==> src/rtl/rv32_data_bus_ctrl.sv <==
// rtl/rv32_data_bus_ctrl.sv - data-side bus sequencer: decode, single-target request, response pulse
module rv32_data_bus_ctrl #(
    parameter int          NUM_MMIO         = 2,
    parameter logic [31:0] MEM_BASE         = 32'h0000_0000,
    parameter logic [31:0] MMIO_BASE        = 32'h8000_0000,
    parameter int          MMIO_STRIDE_LOG2 = 12,
    parameter int          TIMEOUT          = 255
) (
    input  logic                     clk,
    input  logic                     resetn,
    input  logic                     core_req_valid,
    input  logic [31:0]              core_req_addr,
    input  logic                     core_req_we,
    input  logic [31:0]              core_req_wdata,
    input  logic [3:0]               core_req_wstrb,
    output logic                     core_req_ready,
    output logic                     core_resp_valid,
    output logic [31:0]              core_resp_data,
    output logic                     core_resp_err,
    output logic [31:0]              tgt_addr,
    output logic                     tgt_we,
    output logic [31:0]              tgt_wdata,
    output logic [3:0]               tgt_wstrb,
    output logic                     mem_req_valid,
    input  logic                     mem_done,
    input  logic [31:0]              mem_rdata,
    output logic [NUM_MMIO-1:0]      mmio_req_valid,
    input  logic [NUM_MMIO-1:0]      mmio_done,
    input  logic [NUM_MMIO-1:0][31:0] mmio_rdata,
    output logic                     spurious_done
);
    localparam int          IDXW     = (NUM_MMIO > 1) ? $clog2(NUM_MMIO) : 1;
    localparam logic [32:0] MMIO_END = {1'b0, MMIO_BASE} + (33'(NUM_MMIO) << MMIO_STRIDE_LOG2);
    localparam logic [15:0] CNT_LAST = 16'(TIMEOUT - 1);

    typedef enum logic [1:0] {S_IDLE, S_WAIT, S_RESP, S_ERR} state_t;

    state_t            state, state_nxt;
    logic              sel_mem;
    logic [IDXW-1:0]   sel_idx;
    logic [15:0]       cnt;
    logic              dec_mem, dec_mmio;
    logic [IDXW-1:0]   dec_idx;
    logic              sel_done;
    logic [31:0]       sel_rdata;
    logic              spurious_evt;

    // MEM is checked first so it wins when the two regions overlap
    always_comb begin
        dec_mem  = (core_req_addr[31:28] == MEM_BASE[31:28]);
        dec_mmio = ({1'b0, core_req_addr} >= {1'b0, MMIO_BASE}) && ({1'b0, core_req_addr} < MMIO_END);
        dec_idx  = IDXW'((core_req_addr - MMIO_BASE) >> MMIO_STRIDE_LOG2);
    end

    assign sel_done  = sel_mem ? mem_done : mmio_done[sel_idx];
    assign sel_rdata = sel_mem ? mem_rdata : mmio_rdata[sel_idx];

    // Any done not matched by a live request strobe is spurious
    assign spurious_evt = (mem_done && !mem_req_valid) || (|(mmio_done & ~mmio_req_valid));

    always_ff @(posedge clk) begin
        if (!resetn) begin
            state <= S_IDLE;
        end else begin
            state <= state_nxt;
        end
    end

    always_comb begin
        state_nxt       = state;
        core_req_ready  = 1'b0;
        core_resp_valid = 1'b0;
        core_resp_err   = 1'b0;
        core_resp_data  = 32'h0;
        mem_req_valid   = 1'b0;
        mmio_req_valid  = '0;
        case (state)
            S_IDLE: begin
                core_req_ready = 1'b1;
                if (core_req_valid) begin
                    state_nxt = (dec_mem || dec_mmio) ? S_WAIT : S_ERR;
                end
            end
            S_WAIT: begin
                mem_req_valid = sel_mem;
                for (int i = 0; i < NUM_MMIO; i++) begin
                    mmio_req_valid[i] = !sel_mem && (sel_idx == IDXW'(i));
                end
                if (sel_done) begin
                    state_nxt = S_RESP;
                end else if (cnt == CNT_LAST) begin
                    state_nxt = S_ERR;
                end
            end
            S_RESP: begin
                core_resp_valid = 1'b1;
                core_resp_data  = tgt_we ? 32'h0 : sel_rdata;
                state_nxt       = S_IDLE;
            end
            S_ERR: begin
                core_resp_valid = 1'b1;
                core_resp_err   = 1'b1;
                state_nxt       = S_IDLE;
            end
            default: state_nxt = S_IDLE;
        endcase
    end

    always_ff @(posedge clk) begin
        if (!resetn) begin
            tgt_addr      <= 32'h0;
            tgt_we        <= 1'b0;
            tgt_wdata     <= 32'h0;
            tgt_wstrb     <= 4'h0;
            sel_mem       <= 1'b0;
            sel_idx       <= '0;
            cnt           <= 16'h0;
            spurious_done <= 1'b0;
        end else begin
            if (state == S_IDLE && core_req_valid) begin
                tgt_addr  <= core_req_addr;
                tgt_we    <= core_req_we;
                tgt_wdata <= core_req_wdata;
                tgt_wstrb <= core_req_wstrb;
                sel_mem   <= dec_mem;
                sel_idx   <= dec_mem ? '0 : dec_idx;
                cnt       <= 16'h0;
            end else if (state == S_WAIT) begin
                cnt <= cnt + 16'd1;
            end
            if (spurious_evt) begin
                spurious_done <= 1'b1;
            end
        end
    end
endmodule
==> config.mk <==
export PLATFORM = sky130hd
export DESIGN_NAME = rv32_data_bus_ctrl
export DESIGN_NICKNAME = d
export VERILOG_FILES = /design/src/rtl/rv32_data_bus_ctrl.sv
export SDC_FILE = /design/constraint.sdc
export NUM_CORES = 1
export LEC_CHECK = 0
export ABC_AREA = 0
export CORE_UTILIZATION = 35
export DETAILED_ROUTE_END_ITERATION = 10
export PLACE_DENSITY = 0.78
export SYNTH_ARGS = -nofsm -noshare
export SYNTH_HDL_FRONTEND = slang
export SYNTH_SLANG_ARGS = --single-unit
==> constraint.sdc <==
create_clock -name clk -period 2.2 [get_ports clk]
set_clock_uncertainty 0.2 [all_clocks]
set_input_delay 0.44 -clock clk [delete_from_list [all_inputs] [get_ports clk]]
set_output_delay 0.44 -clock clk [all_outputs]
set_load 0.02 [all_outputs]
==> results of run 1 <==
## area by class of cell
| cell class | instances | area share |
|---|---|---|
| clock buffers | 9 | 0.0287 |
| clock inverters | 6 | 0.00846 |
| inverters | 5 | 0.00239 |
| multi-input cells | 435 | 0.313 |
| flip-flops and latches | 90 | 0.231 |
| well taps | 168 | 0.0268 |
| repair buffers | 310 | 0.390 |
## cell usage in the layout (no fill, tap or decap), types with 2 or more instances in the layout
cell and n:
and2_1 3, buf_12 7, nor2_2 6, nor2_1 72, xor2_1 3, inv_1 5, a21oi_2 2, o21ai_0 2
nand2b_1 2, dfxtp_1 87, buf_2 4, nand3_1 4, nor2b_1 2, a21oi_1 34, clkdlybuf4s50_1 240, mux2i_2 4
a21boi_0 73, buf_6 6, ha_1 2, dlygate4sd2_1 2, nor4_1 7, clkbuf_16 10, nand4_1 3, xnor2_1 8
buf_4 49, o2111ai_1 2, dfxtp_2 2, nor3_1 7, clkinvlp_4 3, or4_1 3, mux2i_1 29, nand2_1 150
## worst max-delay path, stage by stage (launching register included)
cell and delay (ns):
dfxtp_4 0.42, buf_12 0.16, mux2i_2 0.22, nor2_1 0.07, a21oi_1 0.13, nor2_1 0.06, buf_4 0.16
## sequential cells by signal (all words and copies together) (netlist names)
name           flops
cnt               16
sel_idx            1
sel_mem            1
spurious_done      1
state              2
tgt_addr          32
tgt_wdata         32
tgt_we             1
tgt_wstrb          4
## path summary, 6_finish.rpt
path / cells after the start / slack, ns / startpoint / end
max reg2reg: 6 / 0.12 / state[0] / cnt[15]
min: 2 / 0.26 / tgt_wdata[10] / tgt_wdata[10]
min reg2reg: 2 / 0.26 / tgt_wdata[10] / tgt_wdata[10]
max: 6 / 0.004 / sel_idx / core_resp_data[5]
## power breakdown
part / switching [mW] / internal [mW] / total [mW]
clock: 0.627 / 0.875 / 1.50
sequential: 0.0569 / 1.73 / 1.78
combinational: 0.584 / 0.697 / 1.28
## repair_timing
item,4_1_cts,5_1_grt
endpoints found under the setup margin,37,35
gates cloned,0,1
resized for setup,176,27
setup buffers,0,1
## layer usage
metal / vias up / wire length, microns / GRT usage
li1: 2459 / - / -
met1: 2227 / 6330 / 0.267
met2: 131 / 7650 / 0.390
met3: 13 / 1070 / 0.0783
met4: 0 / 163 / 0.0442
met5: - / 0 / 0
## logic make-up (layout without fill, tap and decap cells)
group,Yosys count,in the layout,synth area share
AND/OR/NAND/NOR,270,270,0.259
AO/OA/AOI/OAI,119,119,0.181
flip-flops,90,90,0.407
buffers and inverters,50,330,0.0501
multiplexers,33,33,0.0747
XOR/XNOR,11,11,0.0218
adder cells (fa/ha/maj),2,2,0.00566
==> metrics.md, run 1 <==
| Metric | Value |
|---|---|
| Max Fclk | `~460 MHz` |
| Slew headroom | `0.579` |
| WHS | `about 0.26 ns` |
| Final hold vios | `0` |
| Pre-CTS setup slack | `-0.332 ns` |
| CTS max path bufs | `2` |
| Mapped Avg Cell Area | `7.69 sq um` |
| Vias post-DR | `4830` |
| Power Total | `4.57 mW` |
| Main synth FF type | `dfxtp_1` |
| Placed Instances | `1006` |
| Fin util | `0.645` |
| Worst path required time | `about 1.6 ns` |
| Avg WL per Cell | `14.9 microns` |
| Yosys reg bits | `90` |
| Critical Setup Path Class | `flop to output port` |
| Max-cap violations | `0` |
| # IOs | `279` |
| Pleak | `3.01 nW` |
| Syn Inst Count | `575` |
| Final Instance Area | `around 0.0078 sq mm` |
| RSZ-0062 raised after global routing | `yes` |
| Max-slew violation count | `0` |
| Nets | `1024` |
| Antenna-violating nets left | `0` |
| Finished Layout Cells | `between 1000 and 1500` |
| Post-synth cell types | `41` |
| First-pass GRT wire length | `23.1 mm` |
| Horiz. Die Dim | `around 110 microns` |
| Largest net degree at the start of global routing | `78` |
| Row Count | `40` |
| Clk sinks | `90` |
| Diodes inserted | `0` |
| CP arrival | `1.56 ns` |
| Port-buffer cells | `278` |
| Clock Latency Late Sink | `0.33 ns` |
| Ys Warns | `0` |
| Slew @ Worst Pin | `~0.63 ns` |
| Num CTS Buffers | `9` |
| Post-synth EDFFs | `0` |
| Status | `completed` |
| Multi-input gate area | `0.00246 sq mm` |
| HP Class | `flop to flop` |
| Dpl cell area | `0.00751 sq mm` |
| Detailed placement HPWL | `about 12 mm` |
| Worst setup margin | `about 0.0036 ns` |
| Netlist Area Pre-Place | `about 0.0044 sq mm` |
| Tmin final | `around 2.2 ns` |
| Cell with the most instances after synthesis | `nand2_1` |
| Post-synth ARST share | `0` |
| Gpl congestion | `0.819` |
| CP Max Fanout | `9` |
| Vias in the first global route | `~4700` |
| CTS root buf | `clkbuf_16` |
| P&R area growth vs syn | `77.2%` |
| Core area | `0.0122 sq mm` |
| Setup_tns | `0 ns` |
| Seq/Total Area, Yosys | `0.407` |
| Layout cells sized above 1 | `0.125` |
| Final Cycle Share | `0.998` |
| Detailed Routing Iterations Pass 1 | `5` |
| Crit. End Element | `output port` |
| Setup-failing EPs final | `0` |
| Vias per cell | `4.72` |
| Peak VDD IR | `0.000556 V` |
| Register Area | `~0.0018 sq mm` |
| Die H | `roughly 110 microns` |
| Clock Pin Slew Worst Setup and Hold Paths | `0.06 ns` |
| CTS Hold Bufs | `0` |
| CTS tree | `yes` |
| Largest area contributor in the netlist | `dfxtp_1` |
| Die area | `between 0.01 and 0.015 sq mm` |
| Initial Util | `0.364` |
| DRC violations left | `0` |
| Total grt overflow | `0` |
| Top cell type's share of synthesized area | `0.407` |
| GRT Total Usage | `0.224` |
| Fillcell total | `1022` |
| Iteration-0 DRC Markers | `241` |
| H-tree Lvls | `3` |
| Syn_nets | `748` |
| Antenna violations before repair | `0` |
| PD cells | `583 mW/mm^2` |
| Commonest cells in the netlist | `nand2_1, dfxtp_1, nor2_1` |
| Synth area leaders | `dfxtp_1, nand2_1, a21boi_0` |
| WL final | `15.2 mm` |
| CP Launch Type | `flop` |
(Power assumes the default switching activity.)
==> inputs of run 2 (changes only) <==
CAP_MARGIN = 10   (was default)
GPL_ROUTABILITY_DRIVEN = 0   (was default)
==> results of run 2 <==
The final DEF is identical to that of run 1; final timing and power are the same.
